`config.mk`:
```
export PLATFORM = sky130hd
export DESIGN_NAME = vga_timing_gen_flat
export DESIGN_NICKNAME = d
export VERILOG_FILES = /design/src/rtl/vga_timing_pkg.sv /design/src/rtl/vga_timing_gen_if.sv /design/src/rtl/vga_axis_counter.sv /design/src/rtl/vga_timing_gen.sv /design/src/flat_wrapper.sv
export SDC_FILE = /design/constraint.sdc
export NUM_CORES = 1
export LEC_CHECK = 0
export ABC_AREA = 0
export BUFFER_PORTS_ARGS = -buffer_cell sky130_fd_sc_hd__buf_4
export CAP_MARGIN = 30
export CORE_MARGIN = 5
export CORE_UTILIZATION = 40
export DETAILED_ROUTE_END_ITERATION = 8
export HOLD_SLACK_MARGIN = 0.15
export PLACE_DENSITY_LB_ADDON = 0.15
export SYNTH_ARGS = -nofsm -noshare
export SYNTH_HDL_FRONTEND = slang
export SYNTH_SLANG_ARGS = --single-unit
```
`constraint.sdc`:
```
create_clock -name clk_25MHz -period 8.2 [get_ports clk_25MHz]
set_input_delay 0.41 -clock clk_25MHz [delete_from_list [all_inputs] [get_ports clk_25MHz]]
set_output_delay 0.41 -clock clk_25MHz [all_outputs]
set_load 0.005 [all_outputs]
```
`src/rtl/vga_timing_pkg.sv`:
```
`default_nettype none
// ============================================================================
// vga_timing_pkg : default 640x480@60 timing constants and mode record. rev 1.0
// ============================================================================
package vga_timing_pkg;

  localparam int unsigned DEF_H_ACTIVE = 640;
  localparam int unsigned DEF_H_FRONT  = 16;
  localparam int unsigned DEF_H_SYNC   = 96;
  localparam int unsigned DEF_H_BACK   = 48;
  localparam int unsigned DEF_V_ACTIVE = 480;
  localparam int unsigned DEF_V_FRONT  = 10;
  localparam int unsigned DEF_V_SYNC   = 2;
  localparam int unsigned DEF_V_BACK   = 33;
  localparam int unsigned DEF_COUNT_W  = 16;

  typedef struct packed {
    int unsigned h_active;
    int unsigned h_front;
    int unsigned h_sync;
    int unsigned h_back;
    int unsigned v_active;
    int unsigned v_front;
    int unsigned v_sync;
    int unsigned v_back;
  } vga_mode_t;

  localparam vga_mode_t VGA_640X480_60 = '{
    h_active: DEF_H_ACTIVE, h_front: DEF_H_FRONT, h_sync: DEF_H_SYNC, h_back: DEF_H_BACK,
    v_active: DEF_V_ACTIVE, v_front: DEF_V_FRONT, v_sync: DEF_V_SYNC, v_back: DEF_V_BACK
  };

  function automatic int unsigned mode_h_total(input vga_mode_t m);
    return m.h_active + m.h_front + m.h_sync + m.h_back;
  endfunction

  function automatic int unsigned mode_v_total(input vga_mode_t m);
    return m.v_active + m.v_front + m.v_sync + m.v_back;
  endfunction

endpackage
`default_nettype wire

```
`src/rtl/vga_timing_gen_if.sv`:
```
`default_nettype none
// ============================================================================
// vga_timing_gen_if : pixel-enable in, counters/sync/blank/pulses out. rev 1.0
// ============================================================================
interface vga_timing_gen_if
  import vga_timing_pkg::*;
#(
  parameter int unsigned COUNT_W = DEF_COUNT_W
);
  logic               pix_en;
  logic [COUNT_W-1:0] h_count_value;
  logic [COUNT_W-1:0] v_count_value;
  logic               hsync;
  logic               vsync;
  logic               video_on;
  logic               line_end;
  logic               frame_start;

  modport master (
    input  pix_en,
    output h_count_value, v_count_value, hsync, vsync, video_on, line_end, frame_start
  );

  modport slave (
    output pix_en,
    input  h_count_value, v_count_value, hsync, vsync, video_on, line_end, frame_start
  );
endinterface
`default_nettype wire

```
`src/rtl/vga_axis_counter.sv`:
```
`default_nettype none
// ============================================================================
// vga_axis_counter : enabled 0..TOTAL-1 wrap counter with next-value output. rev 1.0
// ============================================================================
module vga_axis_counter
  import vga_timing_pkg::*;
#(
  parameter int unsigned TOTAL   = DEF_H_ACTIVE,
  parameter int unsigned COUNT_W = DEF_COUNT_W
) (
  input  wire logic               clk_i,
  input  wire logic               rst_n_i,
  input  wire logic               en_i,
  output logic      [COUNT_W-1:0] count_o,
  output logic      [COUNT_W-1:0] count_next_o,
  output logic                    wrap_o
);

  localparam logic [COUNT_W-1:0] LAST = COUNT_W'(TOTAL - 1);

  logic [COUNT_W-1:0] count_q;
  logic [COUNT_W-1:0] count_d;
  logic               at_last;

  assign at_last = (count_q == LAST);
  assign wrap_o  = en_i && at_last;

  always_comb begin
    count_d = count_q;
    if (en_i) begin
      count_d = at_last ? '0 : count_q + 1'b1;
    end
  end

  always_ff @(posedge clk_i or negedge rst_n_i) begin
    if (!rst_n_i) begin
      count_q <= '0;
    end else begin
      count_q <= count_d;
    end
  end

  assign count_o      = count_q;
  assign count_next_o = count_d;

endmodule
`default_nettype wire

```
`src/rtl/vga_timing_gen.sv`:
```
`default_nettype none
// ============================================================================
// vga_timing_gen : parametrised VGA h/v counters with registered sync/blank. rev 1.0
// ============================================================================
module vga_timing_gen
  import vga_timing_pkg::*;
#(
  parameter int unsigned H_ACTIVE  = DEF_H_ACTIVE,
  parameter int unsigned H_FRONT   = DEF_H_FRONT,
  parameter int unsigned H_SYNC    = DEF_H_SYNC,
  parameter int unsigned H_BACK    = DEF_H_BACK,
  parameter int unsigned V_ACTIVE  = DEF_V_ACTIVE,
  parameter int unsigned V_FRONT   = DEF_V_FRONT,
  parameter int unsigned V_SYNC    = DEF_V_SYNC,
  parameter int unsigned V_BACK    = DEF_V_BACK,
  parameter bit          HSYNC_POL = 1'b0,
  parameter bit          VSYNC_POL = 1'b0,
  parameter int unsigned COUNT_W   = DEF_COUNT_W
) (
  input wire logic          clk_25MHz,
  input wire logic          reset_n,
  vga_timing_gen_if.master  vga
);

  localparam int unsigned     H_TOTAL   = H_ACTIVE + H_FRONT + H_SYNC + H_BACK;
  localparam int unsigned     V_TOTAL   = V_ACTIVE + V_FRONT + V_SYNC + V_BACK;
  localparam longint unsigned COUNT_MAX = (64'd1 << COUNT_W) - 64'd1;

  localparam logic [COUNT_W-1:0] H_ACT    = COUNT_W'(H_ACTIVE);
  localparam logic [COUNT_W-1:0] V_ACT    = COUNT_W'(V_ACTIVE);
  localparam logic [COUNT_W-1:0] HS_START = COUNT_W'(H_ACTIVE + H_FRONT);
  localparam logic [COUNT_W-1:0] HS_END   = COUNT_W'(H_ACTIVE + H_FRONT + H_SYNC);
  localparam logic [COUNT_W-1:0] VS_START = COUNT_W'(V_ACTIVE + V_FRONT);
  localparam logic [COUNT_W-1:0] VS_END   = COUNT_W'(V_ACTIVE + V_FRONT + V_SYNC);
  localparam logic [COUNT_W-1:0] H_LAST   = COUNT_W'(H_TOTAL - 1);

  if ((longint'(H_TOTAL) > COUNT_MAX) || (longint'(V_TOTAL) > COUNT_MAX)) begin : g_bad_total
    $fatal(1, "vga_timing_gen: H_TOTAL/V_TOTAL do not fit in COUNT_W bits");
  end

  if ((H_ACTIVE == 0) || (H_FRONT == 0) || (H_SYNC == 0) || (H_BACK == 0) ||
      (V_ACTIVE == 0) || (V_FRONT == 0) || (V_SYNC == 0) || (V_BACK == 0)) begin : g_bad_timing
    $fatal(1, "vga_timing_gen: timing parameters must all be non-zero");
  end

  logic [COUNT_W-1:0] h_q;
  logic [COUNT_W-1:0] h_next;
  logic [COUNT_W-1:0] v_q;
  logic [COUNT_W-1:0] v_next;
  logic               h_wrap;
  logic               v_wrap;

  vga_axis_counter #(
    .TOTAL   (H_TOTAL),
    .COUNT_W (COUNT_W)
  ) u_h_counter (
    .clk_i        (clk_25MHz),
    .rst_n_i      (reset_n),
    .en_i         (vga.pix_en),
    .count_o      (h_q),
    .count_next_o (h_next),
    .wrap_o       (h_wrap)
  );

  vga_axis_counter #(
    .TOTAL   (V_TOTAL),
    .COUNT_W (COUNT_W)
  ) u_v_counter (
    .clk_i        (clk_25MHz),
    .rst_n_i      (reset_n),
    .en_i         (vga.pix_en & h_wrap),
    .count_o      (v_q),
    .count_next_o (v_next),
    .wrap_o       (v_wrap)
  );

  logic hsync_q,       hsync_d;
  logic vsync_q,       vsync_d;
  logic video_on_q,    video_on_d;
  logic line_end_q,    line_end_d;
  logic frame_start_q, frame_start_d;

  // Decode the next counter values so the registered levels line up with the counts.
  always_comb begin
    hsync_d       = ~HSYNC_POL;
    vsync_d       = ~VSYNC_POL;
    video_on_d    = 1'b0;
    line_end_d    = 1'b0;
    frame_start_d = 1'b0;
    if ((h_next >= HS_START) && (h_next < HS_END)) begin
      hsync_d = HSYNC_POL;
    end
    if ((v_next >= VS_START) && (v_next < VS_END)) begin
      vsync_d = VSYNC_POL;
    end
    video_on_d    = (h_next < H_ACT) && (v_next < V_ACT);
    line_end_d    = vga.pix_en && (h_next == H_LAST);
    frame_start_d = h_wrap && v_wrap;
  end

  always_ff @(posedge clk_25MHz or negedge reset_n) begin
    if (!reset_n) begin
      hsync_q       <= ~HSYNC_POL;
      vsync_q       <= ~VSYNC_POL;
      video_on_q    <= 1'b1;
      line_end_q    <= 1'b0;
      frame_start_q <= 1'b0;
    end else begin
      hsync_q       <= hsync_d;
      vsync_q       <= vsync_d;
      video_on_q    <= video_on_d;
      line_end_q    <= line_end_d;
      frame_start_q <= frame_start_d;
    end
  end

  assign vga.h_count_value = h_q;
  assign vga.v_count_value = v_q;
  assign vga.hsync         = hsync_q;
  assign vga.vsync         = vsync_q;
  assign vga.video_on      = video_on_q;
  assign vga.line_end      = line_end_q;
  assign vga.frame_start   = frame_start_q;

endmodule
`default_nettype wire

```
`src/flat_wrapper.sv`:
```
// flat-port wrapper written by rule: the top's interface ports become plain ports
module vga_timing_gen_flat import vga_timing_pkg::*;
#(
  parameter int unsigned H_ACTIVE  = DEF_H_ACTIVE,
  parameter int unsigned H_FRONT   = DEF_H_FRONT,
  parameter int unsigned H_SYNC    = DEF_H_SYNC,
  parameter int unsigned H_BACK    = DEF_H_BACK,
  parameter int unsigned V_ACTIVE  = DEF_V_ACTIVE,
  parameter int unsigned V_FRONT   = DEF_V_FRONT,
  parameter int unsigned V_SYNC    = DEF_V_SYNC,
  parameter int unsigned V_BACK    = DEF_V_BACK,
  parameter bit          HSYNC_POL = 1'b0,
  parameter bit          VSYNC_POL = 1'b0,
  parameter int unsigned COUNT_W   = DEF_COUNT_W
)
  (clk_25MHz, reset_n, vga_pix_en, vga_h_count_value, vga_v_count_value, vga_hsync, vga_vsync, vga_video_on, vga_line_end, vga_frame_start);
  vga_timing_gen_if #(.COUNT_W(COUNT_W)) vga_i ();
  input wire logic clk_25MHz;
  input wire logic reset_n;
  input wire logic [$bits(vga_i.pix_en)-1:0] vga_pix_en;
  output wire logic [$bits(vga_i.h_count_value)-1:0] vga_h_count_value;
  output wire logic [$bits(vga_i.v_count_value)-1:0] vga_v_count_value;
  output wire logic [$bits(vga_i.hsync)-1:0] vga_hsync;
  output wire logic [$bits(vga_i.vsync)-1:0] vga_vsync;
  output wire logic [$bits(vga_i.video_on)-1:0] vga_video_on;
  output wire logic [$bits(vga_i.line_end)-1:0] vga_line_end;
  output wire logic [$bits(vga_i.frame_start)-1:0] vga_frame_start;
  assign vga_i.pix_en = vga_pix_en;
  assign vga_h_count_value = vga_i.h_count_value;
  assign vga_v_count_value = vga_i.v_count_value;
  assign vga_hsync = vga_i.hsync;
  assign vga_vsync = vga_i.vsync;
  assign vga_video_on = vga_i.video_on;
  assign vga_line_end = vga_i.line_end;
  assign vga_frame_start = vga_i.frame_start;
  vga_timing_gen #(.H_ACTIVE(H_ACTIVE), .H_FRONT(H_FRONT), .H_SYNC(H_SYNC), .H_BACK(H_BACK), .V_ACTIVE(V_ACTIVE), .V_FRONT(V_FRONT), .V_SYNC(V_SYNC), .V_BACK(V_BACK), .HSYNC_POL(HSYNC_POL), .VSYNC_POL(VSYNC_POL), .COUNT_W(COUNT_W)) u_core (.clk_25MHz(clk_25MHz), .reset_n(reset_n), .vga(vga_i));
endmodule
```
==> results of run 1 <==
==> repair_timing <==
item                                    in CTS  in global routing
endpoints found under the hold margin       34                  0
endpoints found under the setup margin       0                  0
hold buffers                                 1                  0
==> synthesized netlist by cell type, types with 2 or more instances <==
| cell type | instances | area, um2 |
|---|---|---|
| o41ai_1 | 2 | 17.5 |
| mux2_2 | 2 | 22.5 |
| clkbuf_1 | 2 | 7.51 |
| nor4_4 | 2 | 42.5 |
| o31ai_1 | 5 | 37.5 |
| a31oi_1 | 4 | 25.0 |
| nand3_1 | 10 | 50.1 |
| nand4_1 | 9 | 56.3 |
| ha_1 | 3 | 37.5 |
| nand2_1 | 16 | 60.1 |
| nor2_1 | 18 | 67.6 |
| nor3_1 | 12 | 60.1 |
| nand4b_1 | 2 | 17.5 |
| and3_1 | 5 | 31.3 |
| o21ai_0 | 13 | 65.1 |
| xnor2_1 | 12 | 105 |
| nand2b_1 | 4 | 25.0 |
| inv_1 | 6 | 22.5 |
| dfstp_2 | 3 | 78.8 |
| a21oi_1 | 4 | 20.0 |
| buf_6 | 2 | 22.5 |
| dfrtp_1 | 34 | 851 |
| xor2_1 | 8 | 70.1 |
| nor2b_1 | 2 | 12.5 |
| and4_1 | 5 | 43.8 |
| nor4b_1 | 2 | 17.5 |
| or4_1 | 2 | 15.0 |
| nor4_1 | 5 | 31.3 |
==> power breakdown <==
| part | internal, mW | switching, mW |
|---|---|---|
| clock | 0.0993 | 0.0677 |
| combinational | 0.0463 | 0.0442 |
| sequential | 0.199 | 0.0246 |
| total | 0.345 | 0.137 |
==> cell type report <==
class	instances	area [um2]	share of cell area, %
Sequential cell	37	930	35.9
Timing Repair Buffer	40	303	11.7
Multi-Input combinational cell	166	1130	43.7
Inverter	6	22.5	0.869
Tap cell	70	87.6	3.38
Clock inverter	1	30.0	1.16
Clock buffer	7	86.3	3.33
==> flip-flops by register name, summed over array words and instances (netlist names) <==
register                    cells
u_core.vga.line_end             1
u_core.u_v_counter.count_o     16
u_core.vga.frame_start          1
u_core.u_h_counter.count_o     16
u_core.vga.vsync                1
u_core.vga.hsync                1
u_core.vga.video_on             1
==> worst max-delay path, delay by kind of cell (launching register included) <==
| kind | cells | cell delay [ns] |
|---|---|---|
| and+or+nand+nor | 5 | 1.60 |
| muxes | 1 | 0.31 |
| adders and majority gates | 1 | 0.18 |
| buffers and inverters | 1 | 0.09 |
| AOI/OAI and AO/OA | 1 | 0.34 |
| DFF | 1 | 0.45 |
==> how the worst max path moves through the flow <==
stage                                    from                  end  slack (ns)  cells after the start
2_1_floorplan  u_core.u_h_counter.count_o[13]  u_core.vga.video_on        5.39                      8
5_1_grt         u_core.u_v_counter.count_o[0]  u_core.vga.video_on        4.94                      9
3_5_place_dp    u_core.u_v_counter.count_o[0]  u_core.vga.video_on        5.14                      9
3_3_place_gp    u_core.u_v_counter.count_o[0]  u_core.vga.video_on        5.20                      9
4_1_cts         u_core.u_v_counter.count_o[0]  u_core.vga.video_on        5.10                      9
6_report        u_core.u_v_counter.count_o[0]  u_core.vga.video_on        5.12                      9
==> through the flow <==
step | std cells | utilization (%)
floorplan | 215 | -
global placement | 318 | 48.0
detailed placement | 318 | 48.0
CTS | 327 | 50.4
global route | 327 | 50.4
finish | 327 | 50.4
==> cell families after synthesis <==
group / count (synthesis) / share of synthesized area (%)
XOR/XNOR: 20 / 8.24
flip-flops: 37 / 43.7
multiplexers: 4 / 2.06
buffers and inverters: 12 / 3.06
adder cells (fa/ha/maj): 3 / 1.76
AND/OR/NAND/NOR: 106 / 31.0
AO/OA/AOI/OAI: 33 / 10.2
==> metal layers <==
metal	global-route usage, %	vias up	share of wire (%)
met5	0	-	0
met4	4.90	0	1.4
met3	3.47	8	5.9
met2	21.7	52	43
met1	23.8	869	49
li1	-	891	-
==> results.tsv, run 1 <==
metric	value	unit
status	finished, final reports clean	
numCtsBuffers	5	
postSynthCellCount	215	
layout_setup_ws	5.12	ns
total_leakage_power	1.21	nW
grt_overflow	0	
cts_resized	0	
cp_max_fo	10	
grt_use_total	15.6	%
clkSinkCount	37	
hold_start	vga_pix_en	
hold_violations	0	
syn_nets	221	
setup_violations	0	
rr_worst_depth	9	
critPathMaxStageDelay	0.51	ns
wire_per_inst	16.1	um
finish.instance_area	0.00259	mm2
core	0.00514	mm2
die_y	82.9	um
hold_path_class	in -> reg	
cts_root_buf	clkbuf_8	
drt_iter0_markers	155	
nets	262	
path_cells	inv_1, ha_1, nor4b_1, and4_1, nor2_1, mux2_1, or4b_1, or3_1, a2111oi_2	
antenna_found_initial	0	
ant_nets	0	
grt_max_degree	38	
io_pins	40	
clock_latency	0.29	ns
synthFlopType	dfrtp_1	
place_area	0.00246	mm2
slew-limit-headroom	59.5	%
n_fill_cell	515	
period_minus_slack	3.08	ns
maxCapViolations	0	
diodes	0	
drive_gt1_share	23.7	%
critical_path_arrival	3.27	ns
reg2reg_from	u_core.u_v_counter.count_o[0]	
place_ws	5.14	ns
ys_types	49	
row_count	26	
finClkSkew	0.00622	ns
synth_warnings	0	
die-area	0.00688	mm2
place.gp.congestion	0.812	
htreeDepth	2	
place_hpwl	3.77	mm
min_path_cells	2	
area_growth	21.8	%
io_buffers	39	
rsz0062_at_grt	false	
fin_setup_tns	0	ns
worst_pin_slew	0.605	ns
avgViaCountPerCell	5.57	
cp_slowest_cell	or4b_1	
dr_total_vias	1820	
ys_seq_area_share	43.7	%
path_clk_slew	0.08	ns
synth_area	0.00213	mm2
cts_buffer_depth	2	
fmax	0.325	GHz
report.power.total	0.481	mW
r2r_setup_slack	5.12	ns
final_common_cell	buf_4	
ys_ff_latch	37	
cts_setup_buffers	0	
period_share	37.5	%
ir_drop	0.150	mV
min_to	u_core.u_h_counter.count_o[1]	
synth-edff-count	0	
crit_path_end_kind	register	
drt_pre_antenna_iters	4	
power.density	186	mW/mm2
critPathKind	reg -> reg	
wl	5.26	mm
grt_pass1_vias	1746	
die_w	82.9	um
final_cell_mix	39 x buf_4, 34 x dfrtp_1, 18 x nor2_1, 16 x nand2_1, 13 x o21ai_0	
start_util	41.4	%
worstSetupStartpointType	register	
synthArstFlopShare	100	%
drc	0	
cts_tree	built	
hold_ws	0.445	ns
finalMaxSlewViolations	0	
syn_area_per_cell	9.89	um2
r2r-end	u_core.vga.video_on	
critPathRequiredTime	8.39	ns
grt_first_pass_wirelength	8.94	mm
Power figures use the tool's default switching activity.
==> inputs of run 2 (changes only) <==
clock period = 3 ns   (was 8.2 ns; I/O delays follow)
==> run 2 against run 1 <==
Against the previous run: combinational power grew to 3.0 times the previous value; first-iteration DRC count fell by 11%; largest cell class unchanged; routed wire length rose by 3.5%; flip-flop and latch count unchanged.
==> results.tsv, run 2 (synthesis gave the netlist of run 1 again) <==
metric	value	unit
drc	0	
die-area	0.00688	mm2
slew-limit-headroom	62.8	%
drive_gt1_share	31.4	%
io_buffers	39	
antenna_found_initial	0	
die_w	82.9	um
drt_pre_antenna_iters	4	
cp_max_fo	6	
wl	5.45	mm
final_common_cell	buf_4	
final_cell_mix	65 x buf_4, 33 x dfrtp_1, 18 x nor2_1, 16 x nand2_1, 13 x o21ai_0	
finalNonFillerCells	353	
place.gp.congestion	0.902	
hold_violations	0	
ant_nets	0	
start_util	41.4	%
dp_cells	343	
power.density	440	mW/mm2
grt_max_degree	38	
row_count	26	
clock_latency	0.29	ns
die_y	82.9	um
place_hpwl	4.19	mm
finish.instance_area	0.00277	mm2
crit_path_end_kind	register	
cts_tree	built	
final_core_util	53.8	%
worstSetupStartpointType	register	
nets	288	
diodes	0	
dr_total_vias	1899	
rr_worst_depth	9	
clkSinkCount	37	
numCtsBuffers	5	
ir_drop	0.456	mV
io_pins	40	
critPathRequiredTime	3.19	ns
critPathLaunch	u_core.u_v_counter.count_o[0]	
htreeDepth	2	
worst_pin_slew	0.553	ns
rsz0062_at_grt	false	
critical_path_arrival	3.06	ns
place_area	0.00265	mm2
hold_path_class	in -> reg	
total_leakage_power	1.32	nW
r2r_setup_slack	0.14	ns
grt_pass1_vias	1814	
status	finished, final reports clean	
finalMaxSlewViolations	0	
crit_end	u_core.vga.video_on	
r2r-end	u_core.vga.video_on	
reg2reg_from	u_core.u_v_counter.count_o[0]	
drt_iter0_markers	138	
path_clk_slew	0.08	ns
fin_setup_tns	0	ns
avgViaCountPerCell	5.38	
finClkSkew	0.00883	ns
wire_per_inst	15.4	um
grt_overflow	0	
area_growth	30.0	%
fmax	0.349	GHz
cts_root_buf	clkbuf_8	
core	0.00514	mm2
setup_violations	0	
cts_buffer_depth	2	
maxCapViolations	0	
grt_first_pass_wirelength	9.14	mm
period_share	95.5	%
critPathKind	reg -> reg	
period_minus_slack	2.86	ns
report.power.total	1.22	mW
grt_use_total	16.2	%
run 2: cell types whose count changed in the layout (fill, tap and decap cells not counted):
cell / before / now
buf_4: 39 / 65
clkinvlp_4: 0 / 2
bufinv_16: 1 / 0
clkbuf_8: 6 / 5
dfrtp_1: 34 / 33
dfrtp_2: 0 / 1
nor4b_1: 2 / 1
nor4b_2: 0 / 1
run 2: area by class of cell:
| cell class | instances | area (um2) |
|---|---|---|
| timing repair buffer | 66 | 498 |
| multi-input combinational | 166 | 1140 |
| clock inverter | 2 | 15.0 |
| clock buffer | 6 | 72.6 |
| sequential | 37 | 931 |
| inverter | 6 | 22.5 |
| fill | 495 | 2370 |
| tap | 70 | 87.6 |
run 2: how the worst min path moves through the flow:
stage                     from  depth (start not counted)  slack (ns)                        endpoint
floorplan              reset_n                          0       -0.15   u_core.u_h_counter.count_o[0]
global placement       reset_n                          1        0.15  u_core.u_h_counter.count_o[14]
detailed placement     reset_n                          1        0.14  u_core.u_h_counter.count_o[14]
CTS                 vga_pix_en                          2        0.17   u_core.u_h_counter.count_o[0]
global route        vga_pix_en                          2        0.16   u_core.u_h_counter.count_o[1]
finish              vga_pix_en                          2        0.18   u_core.u_h_counter.count_o[0]
run 2: where the power goes:
group	internal (mW)	total, mW	switching (mW)
Sequential	0.544	0.604	0.0595
Combinational	0.137	0.267	0.130
Clock	0.164	0.345	0.181
run 2: metal layers:
metal | vias to the layer above | track usage (%) | part of all wire, %
li1 | 931 | - | -
met2 | 54 | 22.9 | 44
met4 | 0 | 4.61 | 0.88
met3 | 4 | 4.65 | 5.6
met1 | 910 | 24.0 | 50
met5 | - | 0 | 0
run 2: worst max-delay path: stages (launching register included):
cell	delay, ns
dfrtp_2	0.44
inv_1	0.07
ha_1	0.19
nor4b_2	0.20
and4_1	0.28
nor2_1	0.05
mux2_1	0.30
or4b_1	0.50
or3_1	0.40
a2111oi_2	0.34
run 2: per-stage QoR:
| step | hold WS [ns] | setup slack (ns) |
|---|---|---|
| floorplan | -0.146 | 0.193 |
| global placement | 0.149 | 0.183 |
| detailed placement | 0.144 | 0.131 |
| CTS | 0.170 | 0.116 |
| global route | 0.165 | 0.0180 |
| finish | 0.176 | 0.136 |
run 2: timing repair:
action                                 CTS  global route
resized for setup                        0             2
endpoints found under the hold margin   34             0
setup endpoints to repair                0             1
hold buffers                             1             0
setup buffers                            0             1
==> inputs of run 3 (changes only) <==
PLACE_DENSITY_LB_ADDON = 0.1   (was 0.15)
SLEW_MARGIN = 25   (was unset)
==> run 3 against run 2 <==
Against the previous run: first-iteration DRC count is 20% lower; fmax about the same; power down 1.4%.
==> results.tsv, run 3 (synthesis gave the netlist of run 1 again) <==
metric	value	unit
core	0.00514	mm2
area_growth	31.4	%
cp_max_fo	5	
grt_first_pass_wirelength	9.49	mm
row_count	26	
critical_path_arrival	3.06	ns
r2r_setup_slack	0.13	ns
critPathKind	reg -> reg	
grt_pass1_vias	1891	
critPathRequiredTime	3.19	ns
wl	5.57	mm
drt_pre_antenna_iters	4	
rsz0062_at_grt	false	
drt_iter0_markers	111	
dr_total_vias	1938	
cts_setup_buffers	0	
dr_wl_met2	2.31	mm
avgViaCountPerCell	5.52	
highest_layer	met4	
total_leakage_power	1.31	nW
final_common_cell	buf_4	
clkSinkCount	37	
die-area	0.00688	mm2
diodes	0	
route.met3.wl	302	um
die_y	82.9	um
wire_per_inst	15.9	um
worstSetupStartpointType	register	
path_clk_slew	0.07	ns
cts_root_buf	clkbuf_8	
clock_latency	0.29	ns
drc	0	
power.density	429	mW/mm2
grt_use_total	16.8	%
cts_tree	built	
grt_overflow	0	
numCtsBuffers	5	
ir_drop	0.445	mV
die_w	82.9	um
io_pins	40	
setup_violations	0	
dp_cells	344	
fmax	0.349	GHz
fin_setup_tns	0	ns
slew-limit-headroom	64.1	%
htreeDepth	2	
start_util	41.4	%
status	finished, final reports clean	
place.gp.congestion	0.864	
finClkSkew	0.00310	ns
period_minus_slack	2.87	ns
finalNonFillerCells	351	
wl_met1	2.86	mm
hold_violations	0	
crit_path_end_kind	register	
nets	288	
finalMaxSlewViolations	0	
place_hpwl	4.15	mm
drive_gt1_share	32.7	%
antenna_found_initial	0	
hold_path_class	in -> reg	
period_share	95.5	%
final_cell_mix	65 x buf_4, 34 x dfrtp_1, 18 x nor2_1, 16 x nand2_1, 13 x o21ai_0	
cts_buffer_depth	2	
io_buffers	39	
worst_pin_slew	0.535	ns
grt_max_degree	38	
n_fill_cell	506	
ant_nets	0	
maxCapViolations	0	
[run 3: final cells by class]
class	count	area (um2)	share of cell area [%]
clock buffers	5	68.8	2.46
clock inverters	1	5.00	0.179
inverters	6	22.5	0.806
multi-input cells	166	1180	42.3
flip-flops and latches	37	930	33.3
well taps	70	87.6	3.13
repair buffers	66	498	17.8
[run 3: layer usage]
| layer | global-route usage (%) | vias to the layer above |
|---|---|---|
| met5 | 0 | - |
| met4 | 7.13 | 0 |
| met3 | 2.87 | 10 |
| met2 | 23.5 | 62 |
| met1 | 25.1 | 941 |
| li1 | - | 925 |
[run 3: worst max-delay path, stage by stage (launching register included)]
cell	delay, ns
dfrtp_1	0.44
and4bb_1	0.35
nand4b_4	0.17
nor3_2	0.19
mux2_1	0.36
or4b_1	0.52
or3_4	0.41
a2111oi_4	0.33
[run 3: what timing repair did]
item / in CTS / in global routing
resized for setup: 0 / 8
hold buffers: 1 / 0
endpoints found under the hold margin: 34 / 0
endpoints found under the setup margin: 0 / 1
[run 3: metrics by stage]
| stage | hold WS, ns | setup slack, ns | util, % | total power [mW] | area (um2) |
|---|---|---|---|---|---|
| final | 0.177 | 0.134 | 54.4 | 1.20 | 2800 |
| after global placement | 0.146 | 0.157 | 51.8 | 0.881 | 2660 |
| after CTS | 0.171 | 0.0408 | 53.4 | 1.21 | 2740 |
| after floorplan | -0.146 | 0.193 | - | 0.747 | 2130 |
| after detailed placement | 0.149 | 0.101 | 51.8 | 0.880 | 2660 |
| after global routing | 0.175 | 0.0341 | 54.4 | 1.27 | 2800 |
[run 3: path summary, 6_finish.rpt]
path                            cells past startpoint                           start                              to
worst min register to register                      1  u_core.u_v_counter.count_o[12]  u_core.u_v_counter.count_o[12]
min in group asynchronous                           2                         reset_n  u_core.u_h_counter.count_o[14]
worst min-delay path                                2                      vga_pix_en   u_core.u_h_counter.count_o[1]
max in group asynchronous                           2                         reset_n             u_core.vga.video_on
worst max register to register                      7  u_core.u_h_counter.count_o[15]             u_core.vga.video_on
worst max-delay path                                7  u_core.u_h_counter.count_o[15]             u_core.vga.video_on
[run 3: where the power goes]
group / switching (mW) / internal (mW)
logic: 0.128 / 0.137
registers: 0.0615 / 0.544
clock network: 0.175 / 0.153
total: 0.364 / 0.834
